## config.mk

```make
export PLATFORM = sky130hd
export DESIGN_NAME = router_fsm_np
export DESIGN_NICKNAME = d
export VERILOG_FILES = /design/src/rtl/router_fsm_np.sv
export SDC_FILE = /design/constraint.sdc
export NUM_CORES = 1
export LEC_CHECK = 0
export ABC_AREA = 1
export BUFFER_PORTS_ARGS = -buffer_cell sky130_fd_sc_hd__buf_4
export CAP_MARGIN = 10
export CORE_MARGIN = 2
export CORE_UTILIZATION = 38
export CTS_CLUSTER_SIZE = 25
export DETAILED_ROUTE_END_ITERATION = 6
export PLACE_DENSITY = 0.68
export SLEW_MARGIN = 10
export SYNTH_ARGS = -nofsm -noshare
export SYNTH_HDL_FRONTEND = slang
export SYNTH_SLANG_ARGS = --single-unit
```

## constraint.sdc

```tcl
create_clock -name clk -period 1.5 [get_ports clk]
set_clock_uncertainty 0.15 [all_clocks]
set_input_delay 0.15 -clock clk [delete_from_list [all_inputs] [get_ports clk]]
set_output_delay 0.15 -clock clk [all_outputs]
set_load 0.005 [all_outputs]
```

## src/rtl/router_fsm_np.sv

```systemverilog
// Control FSM for a 1xN packet router: header decode, payload load,
// FIFO-full stall, parity load/check, plus drop of unroutable packets
// and an optional timeout while waiting for the destination FIFO to drain.
module router_fsm_np #(
  parameter int unsigned NUM_PORTS    = 3,
  parameter int unsigned ADDR_W       = 2,
  parameter int unsigned WAIT_TIMEOUT = 0,
  parameter int unsigned CNT_W        = 16
) (
  input  logic                 clk,
  input  logic                 resetn,
  input  logic                 packet_valid,
  input  logic [ADDR_W-1:0]    data_in,
  input  logic                 fifo_full,
  input  logic [NUM_PORTS-1:0] fifo_empty,
  input  logic [NUM_PORTS-1:0] soft_reset,
  input  logic                 parity_done,
  input  logic                 low_packet_valid,
  output logic                 detect_add,
  output logic                 lfd_state,
  output logic                 ld_state,
  output logic                 full_state,
  output logic                 laf_state,
  output logic                 rst_int_reg,
  output logic                 drop_state,
  output logic                 write_enb_reg,
  output logic                 busy,
  output logic [ADDR_W-1:0]    dest_addr,
  output logic                 wait_timeout,
  output logic [3:0]           present_state
);

  localparam int unsigned         NUM_ADDR   = 1 << ADDR_W;
  localparam logic [ADDR_W:0]     PORT_LIMIT = (ADDR_W+1)'(NUM_PORTS);
  localparam logic [CNT_W-1:0]    WAIT_LAST  = CNT_W'((WAIT_TIMEOUT == 0) ? 0 : WAIT_TIMEOUT - 1);
  localparam logic                TIMEOUT_EN = (WAIT_TIMEOUT != 0);

  typedef enum logic [3:0] {
    S_DECODE_ADDRESS     = 4'd1,
    S_WAIT_TILL_EMPTY    = 4'd2,
    S_LOAD_FIRST_DATA    = 4'd3,
    S_LOAD_DATA          = 4'd4,
    S_LOAD_PARITY        = 4'd5,
    S_FIFO_FULL_STATE    = 4'd6,
    S_LOAD_AFTER_FULL    = 4'd7,
    S_CHECK_PARITY_ERROR = 4'd8,
    S_DROP_PACKET        = 4'd9
  } state_e;

  state_e             state_q, state_d;
  logic [ADDR_W-1:0]  dest_addr_q, dest_addr_d;
  logic [CNT_W-1:0]   cnt_q, cnt_d;
  logic               drop_tail_q, drop_tail_d;
  logic               wait_timeout_q, wait_timeout_d;

  // Per-port flags widened to the full address space so any address indexes safely.
  logic [NUM_ADDR-1:0] empty_all;
  logic [NUM_ADDR-1:0] srst_all;
  logic                hdr_in_range;
  logic                srst_hit;

  // Address-space views of the per-port inputs and the soft-reset qualifier.
  always_comb begin
    empty_all    = NUM_ADDR'(fifo_empty);
    srst_all     = NUM_ADDR'(soft_reset);
    hdr_in_range = ((ADDR_W+1)'(data_in) < PORT_LIMIT);
    srst_hit     = srst_all[dest_addr_q] &&
                   (state_q != S_DECODE_ADDRESS) && (state_q != S_DROP_PACKET);
  end

  // Next-state, destination latch, wait counter and timeout pulse.
  always_comb begin
    state_d        = state_q;
    dest_addr_d    = dest_addr_q;
    cnt_d          = '0;
    drop_tail_d    = 1'b0;
    wait_timeout_d = 1'b0;

    if ((state_q == S_DECODE_ADDRESS) && packet_valid) begin
      dest_addr_d = data_in;
    end

    if (state_q == S_WAIT_TILL_EMPTY) begin
      cnt_d = cnt_q + CNT_W'(1);
    end

    case (state_q)
      S_DECODE_ADDRESS: begin
        if (packet_valid) begin
          if (!hdr_in_range)               state_d = S_DROP_PACKET;
          else if (empty_all[data_in])     state_d = S_LOAD_FIRST_DATA;
          else                             state_d = S_WAIT_TILL_EMPTY;
        end
      end
      S_WAIT_TILL_EMPTY: begin
        if (empty_all[dest_addr_q]) begin
          state_d = S_LOAD_FIRST_DATA;
        end else if (TIMEOUT_EN && (cnt_q == WAIT_LAST)) begin
          state_d        = S_DROP_PACKET;
          wait_timeout_d = 1'b1;
        end
      end
      S_LOAD_FIRST_DATA: state_d = S_LOAD_DATA;
      S_LOAD_DATA: begin
        if (fifo_full)          state_d = S_FIFO_FULL_STATE;
        else if (!packet_valid) state_d = S_LOAD_PARITY;
      end
      S_FIFO_FULL_STATE: begin
        if (!fifo_full) state_d = S_LOAD_AFTER_FULL;
      end
      S_LOAD_AFTER_FULL: begin
        if (parity_done)           state_d = S_DECODE_ADDRESS;
        else if (low_packet_valid) state_d = S_LOAD_PARITY;
        else                       state_d = S_LOAD_DATA;
      end
      S_LOAD_PARITY: state_d = S_CHECK_PARITY_ERROR;
      S_CHECK_PARITY_ERROR: begin
        state_d = fifo_full ? S_FIFO_FULL_STATE : S_DECODE_ADDRESS;
      end
      S_DROP_PACKET: begin
        // Swallow the parity byte (first low cycle) before returning to decode.
        if (drop_tail_q)        state_d     = S_DECODE_ADDRESS;
        else if (!packet_valid) drop_tail_d = 1'b1;
      end
      default: state_d = S_DECODE_ADDRESS;
    endcase

    // Read-side soft reset of the selected port aborts the packet.
    if (srst_hit) begin
      state_d        = S_DECODE_ADDRESS;
      drop_tail_d    = 1'b0;
      wait_timeout_d = 1'b0;
    end
  end

  // State and control registers, synchronous active-low reset.
  always_ff @(posedge clk) begin
    if (!resetn) begin
      state_q        <= S_DECODE_ADDRESS;
      dest_addr_q    <= '0;
      cnt_q          <= '0;
      drop_tail_q    <= 1'b0;
      wait_timeout_q <= 1'b0;
    end else begin
      state_q        <= state_d;
      dest_addr_q    <= dest_addr_d;
      cnt_q          <= cnt_d;
      drop_tail_q    <= drop_tail_d;
      wait_timeout_q <= wait_timeout_d;
    end
  end

  // State decodes for the datapath.
  always_comb begin
    detect_add    = (state_q == S_DECODE_ADDRESS);
    lfd_state     = (state_q == S_LOAD_FIRST_DATA);
    ld_state      = (state_q == S_LOAD_DATA);
    full_state    = (state_q == S_FIFO_FULL_STATE);
    laf_state     = (state_q == S_LOAD_AFTER_FULL);
    rst_int_reg   = (state_q == S_CHECK_PARITY_ERROR);
    drop_state    = (state_q == S_DROP_PACKET);
    write_enb_reg = (state_q == S_LOAD_DATA) || (state_q == S_LOAD_AFTER_FULL) ||
                    (state_q == S_LOAD_PARITY);
    busy          = !((state_q == S_DECODE_ADDRESS) || (state_q == S_LOAD_DATA) ||
                      (state_q == S_DROP_PACKET));
    dest_addr     = dest_addr_q;
    wait_timeout  = wait_timeout_q;
    present_state = state_q;
  end

endmodule

```

==> results_dict.tcl <==
set metrics [dict create \
    design_power_total_mw 1.40 \
    critPathArrivalTime_ns 1.16 \
    yosys.area.top_type_share 0.231 \
    cellInternalPower_mw 0.762 \
    crit_path_max_fanout 5 \
    dr.pass1.iters 4 \
    die_w_um 44.0 \
    nNetsFinal 156 \
    timing.hold.worst.class "in2reg" \
    detailroute.via_count 800 \
    cp-startpoint "present_state[0]" \
    core_area_um2 1510 \
    setup-violations-final 0 \
    floorplan.io_pins 30 \
    global_route.usage.total 0.200 \
    worst_ir_drop_vdd_v 0.000969 \
    placedCellCount 149 \
    synthArstFlopShare 0 \
    hpwl_mm 1.43 \
    cts-buffers-inserted 3 \
    most_numerous_cell_on_the_critical_path "sky130_fd_sc_hd__nor2_4" \
    crit_path_category "reg2out" \
    max_freq_ghz 0.683 \
    cts_tree "done" \
    final.setup.worst_slack_ns 0.0353 \
    fp.dieH_um 44.0 \
    synth-seq-cells 7 \
    power_frac_seq 0.236 \
    final_layout_size_suffix_gt1_frac 0.433 \
    clock_insertion_delay_worst_skew_ns 0.26 \
    ys_top_cells_by_area "sky130_fd_sc_hd__dfxtp_1, sky130_fd_sc_hd__nand2_1, sky130_fd_sc_hd__nand3_1" \
    totalWireLength_mm 1.81 \
    required_ns 1.20 \
    syn_area_per_cell_um2 5.78 \
    synth_flop_cell "sky130_fd_sc_hd__dfxtp_1" \
    grt_first_pass_wirelength_mm 2.83 \
    die_area_um2 1930 \
    slew_viol_final 0 \
    tritoncts_num_sinks 7 \
    ant_nets 0 \
    switching_share 0.457 \
    floorplan.initialDensity 0.403 \
    grt_pass1_vias 677 \
    worstSetupStartpointType "flip-flop" \
    antenna_cells 0 \
    finalNonFillerCells 157 \
    synth.yosys.seq_area_share 0.231 \
    area_growth_from_synthesis_to_final_layout_pct 56.3 \
    placement.io_buffers 28 \
    worst_setup_path_end_kind "output pin" \
    bufs_on_longest_clock_path 2 \
    timing.critical_path.buf_inv 2 \
    rsz0062_at_grt "yes" \
    timing.final.hold_violations 0 \
    syn_inst 105 \
    pwr-share-comb 0.639 \
    drc 0 \
    detail_route.vias_per_cell 5.10 \
    finalCoreUtilization 0.630 \
    routabilityCongestion 0.893 \
    cts_root_buffer "sky130_fd_sc_hd__clkbuf_4" \
    yosysMostFrequentCell "sky130_fd_sc_hd__nand2_1" \
    synthDominantAreaCellType "sky130_fd_sc_hd__dfxtp_1" \
    min-delay-start "resetn" \
    cp_cell_sequence "nor2_4 > inv_2 > nor2_4 > a21oi_2 > buf_4" \
    core.rowCount 14 \
    ctsHtreeMaxLevel 1 \
    clk_pin_slew_worst_paths_ns 0.06 \
    crit-reg2reg-launch "present_state[0]" \
    initial_antenna_violation_count 0 \
    period_needed_ns 1.46 \
    synth.yosys.warnings 0 \
    grt.overflow.total 0 \
    drtIter0Drc 20 \
    power_leakage_nw 0.493 \
    synth_cell_types 22 \
    preCtsSetupSlack_ns 0.0288 \
    routed_wire_length_per_instance_um 11.5 \
    cp_slowest_stage_delay_ns 0.37 \
    critical-path-slowest-cell "sky130_fd_sc_hd__dfxtp_4" \
    synth-edff-count 0 \
    finalSetupTns_ns 0 \
    synth.cells.most_frequent "sky130_fd_sc_hd__nand2_1, sky130_fd_sc_hd__nor2_1, sky130_fd_sc_hd__inv_1, sky130_fd_sc_hd__nand3_1" \
    net_switching_power_figure_mw 0.642 \
    cpLargestDelayFamily "flip-flops" \
    syn-num-nets 119 \
    layout_worst_path_cycle_share 0.976 \
    cellPowerDensity_nw_per_um2 1480 \
    drv.max_cap_violation_count 0 \
    run_status "finished, final reports clean" \
    clkPwrFrac 0.125 \
    maximum_number_of_pins_on_one_net_before_global_route_repair 7 \
    synthesis.area_um2 607 \
]
==> layout make-up <==
cell class / instances / area [um2]
inverter: 17 / 68.8
tap: 16 / 20.0
timing repair buffer: 33 / 250
multi-input combinational: 80 / 434
sequential: 7 / 149
fill: 131 / 558
clock buffer: 4 / 26.3
==> through the flow <==
| step | hold WS (ns) | area (um2) |
|---|---|---|
| global placement | 0.206 | 837 |
| detailed placement | 0.211 | 837 |
| global route | 0.0311 | 948 |
| floorplan | 0.0761 | 607 |
| finish | 0.0276 | 948 |
| CTS | 0.0207 | 910 |
==> flip-flops by register name, summed over array words and instances, names as in the netlist <==
| name | cells |
|---|---|
| present_state | 4 |
| dest_addr | 2 |
| drop_tail_q | 1 |
==> layer usage <==
metal  vias up  track usage  wire length (um)
met5         -            0                 0
met4         0       0.0909                18
met3         2       0.0417                89
met2        23        0.291               888
met1       367        0.281               810
li1        408            -                 -
==> tightest hold or removal path: cells and delay by family <==
family,cells,cell delay [ns]
AOI/OAI and AO/OA,2,0.10
buffers and inverters,1,0.12
==> cells in the final DEF (no fill, tap or decap), types with 2 or more instances in the layout <==
master / n
sky130_fd_sc_hd__nand3_1: 9
sky130_fd_sc_hd__o21ai_1: 4
sky130_fd_sc_hd__a21oi_2: 2
sky130_fd_sc_hd__clkbuf_4: 3
sky130_fd_sc_hd__nor3_2: 3
sky130_fd_sc_hd__dfxtp_4: 2
sky130_fd_sc_hd__buf_4: 32
sky130_fd_sc_hd__nor2_4: 5
sky130_fd_sc_hd__inv_4: 2
sky130_fd_sc_hd__inv_1: 10
sky130_fd_sc_hd__nor2_1: 11
sky130_fd_sc_hd__nand3b_1: 2
sky130_fd_sc_hd__dfxtp_1: 4
sky130_fd_sc_hd__nand2_2: 3
sky130_fd_sc_hd__o21ai_0: 4
sky130_fd_sc_hd__nand2_1: 25
sky130_fd_sc_hd__inv_2: 5
sky130_fd_sc_hd__a21oi_1: 4
==> kinds of logic after synthesis <==
| family | synth area share |
|---|---|
| AND/OR/NAND/NOR | 0.513 |
| buffers and inverters | 0.118 |
| AO/OA/AOI/OAI | 0.132 |
| flip-flops | 0.231 |
| other | 0.00618 |
==> repair_timing <==
action,CTS,global route
endpoints found under the hold margin,1,0
cloned,0,0
pin swaps,2,8
endpoints found under the setup margin,7,8
hold buffers,1,0
gates resized for setup,7,10
buffers inserted,2,1
==> final timing paths <==
check,slack (ns),to,cells after the start
worst max register to register,0.04,present_state[3],9
worst min-delay path,0.03,dest_addr[1],3
worst max-delay path,0.04,busy,5
worst min register to register,0.41,dest_addr[1],2
==> power by group through the flow <==
stage	Sequential, mW	Clock (mW)	Combinational, mW
floorplan	0.308	0	0.467
global placement	0.310	0	0.762
detailed placement	0.312	0	0.762
CTS	0.322	0.179	0.814
global route	0.340	0.191	0.990
finish	0.331	0.175	0.897
(Power assumes the default switching activity.)
